--- src/rtl/secded_pkg.sv ---
// Shared constants, scrub FSM encodings and read classification for the
// SECDED scrub controller.
package secded_pkg;

  localparam int unsigned DATA_W = 32;
  localparam int unsigned WORD_W = 39;
  localparam int unsigned SYND_W = WORD_W - DATA_W;

  typedef logic [2:0] scrub_state_t;

  localparam scrub_state_t ST_IDLE = 3'd0;
  localparam scrub_state_t ST_WAIT = 3'd1;
  localparam scrub_state_t ST_RD   = 3'd2;
  localparam scrub_state_t ST_CHK  = 3'd3;
  localparam scrub_state_t ST_WB   = 3'd4;

  typedef enum logic [1:0] {CLEAN, CE, UE} cls_e;

endpackage

--- src/rtl/secded_syndrome.sv ---
// Combinational SECDED syndrome, single-bit correction and classification
// of one 39-bit codeword.
module secded_syndrome
  import secded_pkg::*;
(
  input  logic [WORD_W-1:0] word,
  output logic [WORD_W-1:0] corrected,
  output cls_e              cls
);

  logic [SYND_W-1:0] synd;
  logic [SYND_W-2:0] pos;

  // Hamming checks over positions 1..39 plus overall parity in the top bit.
  always_comb begin
    synd = '0;
    for (int j = 1; j <= int'(WORD_W); j++) begin
      for (int i = 0; i < int'(SYND_W) - 1; i++) begin
        if (((j >> i) & 1) == 1) synd[i] = synd[i] ^ word[j-1];
      end
    end
    synd[SYND_W-1] = ^word;
  end

  assign pos = synd[SYND_W-2:0];

  always_comb begin
    corrected = word;
    cls       = CLEAN;
    if (synd != '0) begin
      if (!synd[SYND_W-1]) begin
        cls = UE;
      end else if (pos == '0) begin
        cls = CE;
      end else if (pos <= (SYND_W-1)'(WORD_W)) begin
        cls       = CE;
        corrected = word ^ (WORD_W'(1) << (pos - (SYND_W-1)'(1)));
      end else begin
        cls = UE;
      end
    end
  end

endmodule

--- src/rtl/secded_scrub_ctrl.sv ---
// Memory-port arbiter between CPU and background SECDED scrubber.
// Define SECDED_SCRUB_WB_EN to enable write-back of corrected words.
module secded_scrub_ctrl
  import secded_pkg::*;
#(
  parameter int unsigned DEPTH          = 1024,
  parameter int unsigned ADDR_W         = 10,
  parameter int unsigned SCRUB_INTERVAL = 256
) (
  input  logic              clk,
  input  logic              rst,
  input  logic              cpu_req,
  input  logic              cpu_we,
  input  logic [ADDR_W-1:0] cpu_addr,
  input  logic [WORD_W-1:0] cpu_wdata,
  output logic              cpu_gnt,
  output logic              cpu_rvalid,
  output logic [WORD_W-1:0] cpu_rdata,
  output logic              cpu_ce,
  output logic              cpu_ue,
  output logic              mem_en,
  output logic              mem_we,
  output logic [ADDR_W-1:0] mem_addr,
  output logic [WORD_W-1:0] mem_wdata,
  input  logic [WORD_W-1:0] mem_rdata,
  input  logic              scrub_en,
  input  logic              clr_stats,
  output logic [15:0]       ce_count,
  output logic [15:0]       ue_count,
  output logic              ue_flag,
  output logic [ADDR_W-1:0] ue_addr,
  output logic              scrub_wrap
);

  localparam int unsigned       CNT_W     = $clog2(SCRUB_INTERVAL) + 1;
  localparam logic [CNT_W-1:0]  CNT_LOAD  = CNT_W'(SCRUB_INTERVAL - 1);
  localparam logic [ADDR_W-1:0] LAST_ADDR = ADDR_W'(DEPTH - 1);

  scrub_state_t      state, state_nxt;
  logic [CNT_W-1:0]  wait_cnt;
  logic [ADDR_W-1:0] scrub_addr;
  logic [ADDR_W-1:0] rd_addr;
  logic [WORD_W-1:0] corrected;
  cls_e              cls;
  logic              scrub_issue;
  logic              scrub_adv;
  logic              rd_ret;
  logic              need_wb;

  secded_syndrome u_syndrome (
    .word      (mem_rdata),
    .corrected (corrected),
    .cls       (cls)
  );

  assign cpu_rdata   = corrected;
  assign cpu_ce      = cpu_rvalid && (cls == CE);
  assign cpu_ue      = cpu_rvalid && (cls == UE);
  assign scrub_issue = !rst && (state == ST_RD) && !cpu_req;
  assign rd_ret      = cpu_rvalid || (state == ST_CHK);

`ifdef SECDED_SCRUB_WB_EN
  logic              collide;
  logic              wb_issue;
  logic [WORD_W-1:0] wb_data;

  assign cpu_gnt   = cpu_req && (state != ST_WB);
  // A CPU write landing on the word under check makes the correction stale.
  assign collide   = cpu_gnt && cpu_we && (cpu_addr == scrub_addr);
  assign need_wb   = (state == ST_CHK) && (cls == CE) && (corrected != mem_rdata) && !collide;
  assign wb_issue  = !rst && (state == ST_WB);
  assign scrub_adv = ((state == ST_CHK) && !need_wb) || (state == ST_WB);
  assign mem_en    = !rst && (cpu_gnt || scrub_issue || wb_issue);
  assign mem_we    = !rst && (cpu_gnt ? cpu_we : wb_issue);
  assign mem_wdata = wb_issue ? wb_data : cpu_wdata;

  always_ff @(posedge clk) begin
    if (need_wb) wb_data <= corrected;
  end
`else
  assign cpu_gnt   = cpu_req;
  assign need_wb   = 1'b0;
  assign scrub_adv = (state == ST_CHK);
  assign mem_en    = !rst && (cpu_gnt || scrub_issue);
  assign mem_we    = !rst && cpu_gnt && cpu_we;
  assign mem_wdata = cpu_wdata;
`endif

  assign mem_addr = cpu_gnt ? cpu_addr : scrub_addr;

  always_comb begin
    state_nxt = state;
    case (state)
      ST_IDLE: if (scrub_en) state_nxt = ST_WAIT;
      ST_WAIT: begin
        if (!scrub_en)           state_nxt = ST_IDLE;
        else if (wait_cnt == '0) state_nxt = ST_RD;
      end
      ST_RD:   if (!cpu_req) state_nxt = ST_CHK;
      ST_CHK: begin
        if (need_wb)       state_nxt = ST_WB;
        else if (scrub_en) state_nxt = ST_WAIT;
        else               state_nxt = ST_IDLE;
      end
`ifdef SECDED_SCRUB_WB_EN
      ST_WB:   state_nxt = scrub_en ? ST_WAIT : ST_IDLE;
`endif
      default: state_nxt = ST_IDLE;
    endcase
  end

  always_ff @(posedge clk) begin
    if (rst) begin
      state      <= ST_IDLE;
      wait_cnt   <= '0;
      scrub_addr <= '0;
      scrub_wrap <= 1'b0;
      cpu_rvalid <= 1'b0;
      rd_addr    <= '0;
      ce_count   <= '0;
      ue_count   <= '0;
      ue_flag    <= 1'b0;
      ue_addr    <= '0;
    end else begin
      state      <= state_nxt;
      cpu_rvalid <= cpu_gnt && !cpu_we;
      if (cpu_gnt && !cpu_we) rd_addr <= cpu_addr;

      if ((state_nxt == ST_WAIT) && (state != ST_WAIT))  wait_cnt <= CNT_LOAD;
      else if ((state == ST_WAIT) && (wait_cnt != '0))    wait_cnt <= wait_cnt - CNT_W'(1);

      scrub_wrap <= scrub_adv && (scrub_addr == LAST_ADDR);
      if (scrub_adv) scrub_addr <= (scrub_addr == LAST_ADDR) ? '0 : scrub_addr + ADDR_W'(1);

      // Clearing takes precedence over any same-cycle event.
      if (clr_stats) begin
        ce_count <= '0;
        ue_count <= '0;
        ue_flag  <= 1'b0;
        ue_addr  <= '0;
      end else begin
        if (rd_ret && (cls == CE) && (ce_count != '1)) ce_count <= ce_count + 16'd1;
        if (rd_ret && (cls == UE)) begin
          if (ue_count != '1) ue_count <= ue_count + 16'd1;
          if (!ue_flag) begin
            ue_flag <= 1'b1;
            ue_addr <= cpu_rvalid ? rd_addr : scrub_addr;
          end
        end
      end
    end
  end

endmodule

--- config.mk ---
export PLATFORM = sky130hd
export DESIGN_NAME = secded_scrub_ctrl
export DESIGN_NICKNAME = d
export VERILOG_FILES = /design/src/rtl/secded_pkg.sv /design/src/rtl/secded_syndrome.sv /design/src/rtl/secded_scrub_ctrl.sv
export SDC_FILE = /design/constraint.sdc
export NUM_CORES = 1
export LEC_CHECK = 0
export ABC_AREA = 0
export CORE_UTILIZATION = 44
export DETAILED_ROUTE_END_ITERATION = 16
export PLACE_DENSITY = 0.93
export SLEW_MARGIN = 20
export SYNTH_ARGS = -nofsm -noshare
export SYNTH_HDL_FRONTEND = slang
export SYNTH_SLANG_ARGS = --single-unit
--- constraint.sdc ---
create_clock -name clk -period 5.1 [get_ports clk]
set_input_delay 1.02 -clock clk [delete_from_list [all_inputs] [get_ports clk]]
set_output_delay 1.02 -clock clk [all_outputs]
set_load 0.01 [all_outputs]
Word level (Yosys, flattened, before mapping)

Index checks and enable logic that the tools add are counted.

Register bits after elaboration: 77
Bits of input ports: 94
Logic and storage cells: 173

Add/subtract/negate cells: 5
Order comparisons: 1
Equality and inequality tests: 10
Shift operators: 1
Multiplexer cells: 19
Bitwise operators: 96
Reductions and logical operators: 30

Operators with widths:

| operator                                                           | count |
|---|---|
| 39-bit two-way mux                                                 | 4 |
| 1-bit XOR                                                          | 94 |
| 39-bit XOR reduction                                               | 1 |
| 1-bit by 6-bit << shifter with 39-bit output, first input constant | 1 |
| 39-bit XOR                                                         | 1 |
| 16-bit by 1-bit adder with 16-bit output, second input constant    | 2 |
| 16-bit != test, second input constant                              | 2 |
| 10-bit two-way mux                                                 | 3 |
| 8-bit two-way mux                                                  | 2 |
| 1-bit logical AND                                                  | 14 |
| 3-bit two-way mux                                                  | 4 |
| 3-bit case mux with 4 select lines                                 | 1 |
| 10-bit by 1-bit adder with 10-bit output, second input constant    | 1 |
| 10-bit == test, second input constant                              | 1 |
| 9-bit logical NOT                                                  | 1 |
| 9-bit nonzero test                                                 | 1 |
| 9-bit by 1-bit subtractor with 9-bit output, second input constant | 1 |
| 2-bit two-way mux                                                  | 4 |
| 7-bit nonzero test                                                 | 1 |
| 3-bit by 1-bit == test with 1-bit output, second input constant    | 2 |
| 3-bit by 2-bit == test with 1-bit output, second input constant    | 2 |
| 6-bit <= comparator, second input constant                         | 1 |
| 6-bit logical NOT                                                  | 1 |
| 6-bit by 1-bit subtractor with 6-bit output, second input constant | 1 |
| other kinds (11)                                                   | 16 |

Logic depth before layout (Yosys ltp)

Gate-level depths: netlist of run 1.

Depth in word-level cells: 27
Mapped depth: 10
Mapped depth without buffers: 9

Hierarchy

Synthesis of run 1 repeated with hierarchy kept, for this count alone.

Cells, all modules: 649
Area total of the unflattened synthesis: 5713.0 um^2

By module, submodules not included:

| module            | instances | cells an instance | area an instance (um^2) | seq. area each (um^2) |
|---|---|---|---|---|
| secded_scrub_ctrl | 1         | 487               | 4192.8                  | 1541.5 |
| secded_syndrome   | 1         | 162               | 1520.2                  | 0.0 |

Worst setup path before layout of run 1

No wires, ideal clock.

Path kind: input to output
Start: input mem_rdata[12]
End: output cpu_rdata[38]
Arrival time: 3.300 ns
Path slack: 0.780 ns
Stages: 9
Cells stage by stage: xnor3_1 > xor3_1 > xnor2_1 > xnor3_1 > o211ai_1 > clkbuf_1 > nor2_1 > nand2_1 > xnor2_1

Longest elaborated chain between the ends: 22
Elaborated cells on any way between the ends: 51
Classes of those cells: add/sub: 1; order compare: 1; shift: 1; mux: 4; bitwise: 41; reduce/logical: 3

RTL lines:

| item                                         | RTL line                | RTL |
|---|---|---|
| from (decl)                                  | secded_scrub_ctrl.sv:25 | `input logic [WORD_W-1:0] mem_rdata,` |
| 1-bit XOR (15 in a row)                      | secded_syndrome.sv:19   | `if (((j >> i) & 1) == 1) synd[i] = synd[i] ^ word[j-1];` |
| 6-bit by 1-bit subtractor with 6-bit output  | secded_syndrome.sv:37   | `corrected = word ^ (WORD_W'(1) << (pos - (SYND_W-1)'(1)));` |
| 1-bit by 6-bit << shifter with 39-bit output | secded_syndrome.sv:37   |  |
| 39-bit XOR                                   | secded_syndrome.sv:37   |  |
| 39-bit two-way mux                           | secded_syndrome.sv:35   | `end else if (pos <= (SYND_W-1)'(WORD_W)) begin` |
| 39-bit two-way mux                           | secded_syndrome.sv:33   | `end else if (pos == '0) begin` |
| 39-bit two-way mux                           | secded_syndrome.sv:31   | `if (!synd[SYND_W-1]) begin` |
| 39-bit two-way mux *                         | secded_syndrome.sv:30   | `if (synd != '0) begin` |
| to (decl)                                    | secded_scrub_ctrl.sv:18 | `output logic [WORD_W-1:0] cpu_rdata,` |

Every way passes the cells marked *; elsewhere a longest branch is shown, timed or not.

Worst setup path in the final report of run 1

Start: input mem_rdata[8]
End: output cpu_rdata[28]

Longest elaborated chain between the ends: 23
Elaborated cells on any way between the ends: 42
Classes of those cells: add/sub: 1; order compare: 1; shift: 1; mux: 4; bitwise: 32; reduce/logical: 3

RTL lines:

| item                                         | RTL line |
|---|---|
| 1-bit XOR (16 in a row)                      | secded_syndrome.sv:19 |
| 6-bit by 1-bit subtractor with 6-bit output  | secded_syndrome.sv:37 |
| 1-bit by 6-bit << shifter with 39-bit output | secded_syndrome.sv:37 |
| 39-bit XOR                                   | secded_syndrome.sv:37 |
| 39-bit two-way mux                           | secded_syndrome.sv:35 |
| 39-bit two-way mux                           | secded_syndrome.sv:33 |
| 39-bit two-way mux                           | secded_syndrome.sv:31 |
| 39-bit two-way mux *                         | secded_syndrome.sv:30 |

Marked as above.

==> impl_metrics.py, run 1 <==
metrics = {
    "run_status": {
        "outcome": "finished with violations",
        "violations": "negative setup slack",
    },
    "floorplan": {
        "io_pins": 232,
        "die_w_um": 114,
        "coreArea_um2": 12100,
        "fp-row-count": 40,
        "start_util": 0.455,
        "design.die.area_um2": 12900,
        "die_y_um": 114,
    },
    "global_route": {
        "grt_use_total": 0.253,
        "gr-max-usage-layer": "met2",
        "first_global_vias": 5227,
        "grt_max_degree": 44,
        "grt_antenna_before_repair": 0,
        "grt_first_pass_wirelength_mm": 25.8,
        "grt_overflow": 0,
        "use_met2": 0.465,
        "grtUsageMet1": 0.277,
        "grt_util_met3": 0.0457,
    },
    "worst_setup_path": {
        "crit_slowest_cell": "clkdlybuf4s50_1",
        "worst-path-stages": 11,
        "cp_top_family": "XOR/XNOR gates",
        "worst-endpoint-required_ns": 4.08,
        "cp_cell_sequence": "clkdlybuf4s50_1, xnor3_1, xnor3_2, xnor2_4, buf_4, xnor2_4, nor3_4, nand3_4, nor2_1, xor2_1, clkdlybuf4s50_1",
        "r2r_cells": 8,
        "startpoint_type": "input pin",
        "crit_arrival_ns": 4.18,
        "path_class": "input pin to output pin",
        "end_kind": "output pin",
        "slowest_delay_ns": 0.57,
        "crit_buf_inv": 3,
        "cp_max_fo": 4,
    },
    "timing": {
        "relSlewSlack": 0.438,
        "hold_viol": 0,
        "skew_ns": 0.00768,
        "rsz0062_at_grt": "true",
        "post-route-period-util": 1.02,
        "maxSlewViolCount": 0,
        "setup_ws_ns": -0.0978,
        "fmax_mhz": 192,
        "final-setup-viol-count": 7,
        "tightest_slew_ns": 0.844,
        "min_period_ns": 5.20,
    },
    "synthesis": {
        "synthArstFlopShare": 0,
        "syn_nets": 755,
        "ys_types": 54,
        "synth_seq_cells": 77,
        "yosys_warnings": 0,
        "synthesis.instances": 657,
        "yosysTopAreaCellShare": 0.281,
        "syn_area_um2": 5480,
        "synth_flop_cell": "dfxtp_1",
        "synthTopCellsByArea": "dfxtp_1, xnor2_1, buf_4",
        "yosysTopAreaCell": "dfxtp_1",
        "avgSynthCellArea_um2": 8.35,
        "ys_seq_area_frac": 0.281,
        "synth_edf_count": 0,
    },
    "clock_network": {
        "cts_tree": "done",
        "clk-insertion-delay-late_ns": 0.34,
        "cts_buffer_depth": 2,
        "path_clk_slew_ns": 0.06,
        "ctsHoldBuffers": 0,
        "clkSinkCount": 77,
        "root_buffer": "clkbuf_16",
        "cts_max_level": 3,
        "cts_inserted_buffers": 9,
    },
    "routing": {
        "via_per_inst": 5.39,
        "drc": 0,
        "dr.pass1.iters": 5,
        "dr.first_iter.drc_count": 304,
        "wl_mm": 17.3,
        "num_vias": 5398,
        "drtAntennaViolNets": 0,
        "wl_per_cell_um": 17.2,
    },
    "pwr": {
        "leakage_nw": 3.13,
        "power_density_nw_per_um2": 372,
        "total_power_mw": 2.99,
        "max-vdd-ir-drop_v": 0.000204,
    },
    "finish": {
        "final_area_um2": 8050,
        "syn_to_final_growth_pct": 46.8,
        "diodes": 0,
        "utilization": 0.667,
        "final_cells": 1001,
        "drive_gt1_frac": 0.232,
        "fill_cells": 904,
        "finalNetCount": 927,
    },
    "job": {
        "max_cap_violations": 0,
    },
    "place": {
        "pre_cts_slack_ns": -0.316,
        "place_congestion": 0.954,
        "placed_cell_area_um2": 7290,
        "io_buffers": 153,
        "dp_hpwl_mm": 11.9,
        "dpl.cell_count": 974,
    },
    "worst_hold_path": {
        "worstHoldPathCells": 2,
        "hold_path.class": "flip-flop to flip-flop",
    },
}
==> stage by stage <==
| stage | setup TNS [ns] | hold WS [ns] |
|---|---|---|
| floorplan | 0 | 0.433 |
| global placement | -4.09 | 0.440 |
| finish | -0.372 | 0.454 |
| CTS | -0.449 | 0.452 |
| global route | -1.09 | 0.467 |
| detailed placement | -7.16 | 0.443 |
==> cells by family after synthesis <==
kind of cell    synth area share
other cells             0.000684
simple gates               0.205
xor+xnor                   0.250
compound gates             0.130
flops                      0.281
fa+ha+maj                0.00913
buf+inv                   0.0812
mux                       0.0429
==> placed cells by master, fill, tap and decap left out, drive strengths merged, types with 4 or more instances in the layout <==
| cell type | instances |
|---|---|
| xor2 | 33 |
| dlymetal6s2s | 18 |
| nor4 | 7 |
| dlygate4sd2 | 11 |
| nor3 | 9 |
| nand4 | 5 |
| nand3 | 26 |
| nand2 | 77 |
| o21ai | 22 |
| or2 | 6 |
| xnor3 | 13 |
| xnor2 | 80 |
| and3 | 9 |
| or3 | 9 |
| clkdlybuf4s50 | 114 |
| buf | 74 |
| dfxtp | 77 |
| nor2 | 55 |
| or4 | 13 |
| clkbuf | 20 |
| ha | 4 |
| a21oi | 58 |
| mux2 | 20 |
| o31ai | 13 |
| nand2b | 6 |
| inv | 10 |
| a211oi | 7 |
==> flip-flops by register name (all words and copies together), names as in the netlist <==
| signal | flops |
|---|---|
| ce_count | 16 |
| ue_count | 16 |
| rd_addr | 10 |
| scrub_addr | 10 |
| ue_addr | 10 |
| wait_cnt | 9 |
| state | 3 |
| cpu_rvalid | 1 |
| scrub_wrap | 1 |
| ue_flag | 1 |
==> tightest hold or removal path: cells and delay by family (launching register included) <==
kind / cells / cell delay (ns)
flops: 1 / 0.31
simple gates: 1 / 0.05
compound gates: 1 / 0.05
==> cells in the mapped netlist (7+ instances only) <==
cell type / number
a211oi_1: 7
a21oi_1: 58
and3_1: 9
buf_4: 40
clkbuf_1: 21
dfxtp_1: 77
inv_1: 10
mux2_2: 20
nand2_1: 76
nand3_1: 26
nor2_1: 55
nor3_1: 9
nor4_1: 7
o21ai_0: 20
o31ai_1: 13
or3_1: 9
or4_1: 13
xnor2_1: 77
xnor3_1: 13
xor2_1: 32
==> cell type report <==
cell class / count / area, um^2 / share of cell area
well taps: 168 / 210 / 0.0261
repair buffers: 227 / 2090 / 0.259
clock inverters: 4 / 25.0 / 0.00311
flip-flops and latches: 77 / 1540 / 0.191
multi-input cells: 504 / 3910 / 0.485
inverters: 10 / 37.5 / 0.00466
clock buffers: 11 / 243 / 0.0302
==> layer usage <==
layer / wire length [um] / part of all wire
met5: 0 / 0
met4: 776 / 0.045
met1: 6740 / 0.39
met3: 924 / 0.054
met2: 8820 / 0.51
==> power breakdown <==
group          total [mW]  switching, mW  internal (mW)  leakage, nW
Combinational        1.79          0.962          0.825         2.38
Clock               0.582          0.244          0.338        0.127
Sequential          0.626         0.0120          0.613        0.624
==> worst paths after layout <==
check,start,endpoint,slack (ns)
max reg2reg,ue_count[3]$_SDFFE_PP0P_,ue_count[15]$_SDFFE_PP0P_,2.55
min,rd_addr[7]$_SDFFE_PP0P_,rd_addr[7]$_SDFFE_PP0P_,0.45
max,mem_rdata[8],cpu_rdata[28],-0.1
min reg2reg,rd_addr[7]$_SDFFE_PP0P_,rd_addr[7]$_SDFFE_PP0P_,0.45
==> what timing repair did <==
item | in CTS | in global routing
endpoints found under the setup margin | 41 | 34
setup buffers | 6 | 6
gates resized for setup | 63 | 67
pin swaps | 14 | 8
Power figures use the tool's default switching activity.
==> inputs of run 2 (changes only) <==
--- a/config.mk
+++ b/config.mk
@@ -6,9 +6,11 @@
 export NUM_CORES = 1
 export LEC_CHECK = 0
 export ABC_AREA = 0
+export CORE_MARGIN = 2
 export CORE_UTILIZATION = 44
 export DETAILED_ROUTE_END_ITERATION = 16
 export PLACE_DENSITY = 0.93
+export RECOVER_POWER = 25
 export SLEW_MARGIN = 20
 export SYNTH_ARGS = -nofsm -noshare
 export SYNTH_HDL_FRONTEND = slang
==> impl_metrics.py, run 2 (synthesis gave the netlist of run 1 again) <==
metrics = {
    "clock_network": {
        "cts_buffer_depth": 2,
        "root_buffer": "clkbuf_16",
        "cts_inserted_buffers": 9,
        "clk-insertion-delay-late_ns": 0.34,
        "cts_tree": "done",
        "ctsHoldBuffers": 0,
        "cts_max_level": 3,
        "path_clk_slew_ns": 0.06,
        "clkSinkCount": 77,
    },
    "timing": {
        "setup_ws_ns": -0.0315,
        "post-route-period-util": 1.01,
        "min_period_ns": 5.13,
        "final-setup-viol-count": 3,
        "fmax_mhz": 195,
        "tightest_slew_ns": 0.944,
        "maxSlewViolCount": 0,
        "skew_ns": 0.00876,
        "hold_viol": 0,
        "relSlewSlack": 0.369,
        "rsz0062_at_grt": "true",
    },
    "place": {
        "place_congestion": 0.981,
        "io_buffers": 153,
        "dp_hpwl_mm": 12.0,
    },
    "routing": {
        "drc": 0,
        "dr.pass1.iters": 4,
        "dr.first_iter.drc_count": 272,
        "wl_mm": 16.4,
        "via_per_inst": 5.29,
        "wl_per_cell_um": 16.2,
        "drtAntennaViolNets": 0,
        "num_vias": 5356,
    },
    "pwr": {
        "p_clk_frac": 0.211,
        "max-vdd-ir-drop_v": 0.000192,
        "swShare": 0.390,
        "pwr-share-comb": 0.578,
        "p_seq_frac": 0.211,
        "total_power_mw": 2.96,
        "power_density_nw_per_um2": 371,
        "intPower_mw": 1.81,
        "leakage_nw": 3.07,
        "switching_power_mw": 1.16,
    },
    "finish": {
        "syn_to_final_growth_pct": 45.7,
        "top_regs": "ce_count: 16 flops, ue_count: 16 flops",
        "fill_cells": 942,
        "drive_gt1_frac": 0.219,
        "utilization": 0.659,
        "finalNetCount": 938,
        "final_cell_mix": "clkdlybuf4s50_1, buf_4, dfxtp_1",
        "final_common_cell": "clkdlybuf4s50_1",
        "diodes": 0,
    },
    "global_route": {
        "grt_use_total": 0.232,
        "grt_overflow": 0,
        "grt_first_pass_wirelength_mm": 24.7,
        "grt_antenna_before_repair": 0,
        "grt_max_degree": 44,
        "first_global_vias": 5166,
    },
    "floorplan": {
        "start_util": 0.453,
        "design.die.area_um2": 13400,
        "die_y_um": 116,
        "io_pins": 232,
        "fp-row-count": 40,
        "coreArea_um2": 12100,
        "die_w_um": 116,
    },
    "worst_setup_path": {
        "path_class": "input pin to output pin",
        "startpoint_type": "input pin",
        "crit_arrival_ns": 4.11,
        "worst-endpoint-required_ns": 4.08,
        "cp_max_fo": 4,
        "end_kind": "output pin",
    },
    "run_status": {
        "violations": "negative setup slack",
        "outcome": "finished with violations",
    },
    "worst_hold_path": {
        "hold_path.class": "flip-flop to flip-flop",
    },
    "job": {
        "max_cap_violations": 0,
    },
}
[run 2: cell count changes in the layout (fill, tap and decap cells not counted), sizes merged]
cell / before / now
clkinvlp: 2 / 1
clkdlybuf4s15: 1 / 0
buf: 74 / 85
clkbuf: 20 / 13
clkinv: 2 / 5
dlygate4sd2: 11 / 34
dlymetal6s2s: 18 / 6
dlygate4sd3: 0 / 3
clkdlybuf4s50: 114 / 106
bufinv: 0 / 1
[run 2: layout make-up]
| class | count | area (um^2) | share of cell area |
|---|---|---|---|
| Multi-Input combinational cell | 504 | 3790 | 0.474 |
| Sequential cell | 77 | 1540 | 0.193 |
| Tap cell | 168 | 210 | 0.0263 |
| Inverter | 10 | 37.5 | 0.00470 |
| Clock buffer | 9 | 225 | 0.0282 |
| Clock inverter | 7 | 66.3 | 0.00830 |
| Timing Repair Buffer | 238 | 2120 | 0.265 |
[run 2: what timing repair did]
item	in CTS	in global routing
setup buffers	9	3
resized for setup	74	34
pin swaps	10	11
endpoints found under the setup margin	41	20
[run 2: per-layer routing]
| metal | GRT usage | share of wire | routed length (um) |
|---|---|---|---|
| met1 | 0.243 | 0.38 | 6220 |
| met2 | 0.427 | 0.51 | 8430 |
| met3 | 0.0575 | 0.075 | 1240 |
| met4 | 0.121 | 0.034 | 554 |
| met5 | 0 | 0 | 0 |
[run 2: through the flow]
step	setup WS [ns]	cells	setup TNS, ns	instance area [um^2]	hold slack (ns)
floorplan	0.780	657	0	5480	0.433
global placement	-0.254	985	-5.34	7360	0.439
detailed placement	-0.427	985	-9.83	7360	0.444
CTS	-0.00127	1010	-0.00127	7850	0.452
global route	-0.186	1013	-0.980	7990	0.475
finish	-0.0315	1013	-0.0686	7990	0.456
[run 2: worst paths after layout]
kind,start,end,slack [ns],cells past startpoint
worst max register to register,state[0]$_SDFF_PP0_,ce_count[14]$_SDFFE_PP0P_,2.38,7
worst max-delay path,mem_rdata[6],cpu_rdata[21],-0.03,13
worst min-delay path,rd_addr[8]$_SDFFE_PP0P_,rd_addr[8]$_SDFFE_PP0P_,0.46,2
worst min register to register,rd_addr[8]$_SDFFE_PP0P_,rd_addr[8]$_SDFFE_PP0P_,0.46,2
[run 2: worst max-delay path: stages]
cell and delay, ns:
clkdlybuf4s50_1 0.44, buf_4 0.17, xnor2_1 0.23, xnor3_2 0.54
xnor2_2 0.17, buf_4 0.17, xnor2_4 0.25, and2_1 0.20
nand4_1 0.18, buf_4 0.22, nor2_1 0.11, xor2_1 0.14
dlygate4sd2_1 0.28
[run 2: power by group through the flow]
| stage | Clock (mW) | Sequential (mW) | Combinational [mW] |
|---|---|---|---|
| after floorplan | 0 | 0.634 | 0.744 |
| after global placement | 0 | 0.637 | 1.34 |
| after detailed placement | 0 | 0.638 | 1.37 |
| after CTS | 0.635 | 0.625 | 1.54 |
| after global routing | 0.660 | 0.627 | 1.82 |
| final | 0.626 | 0.625 | 1.71 |
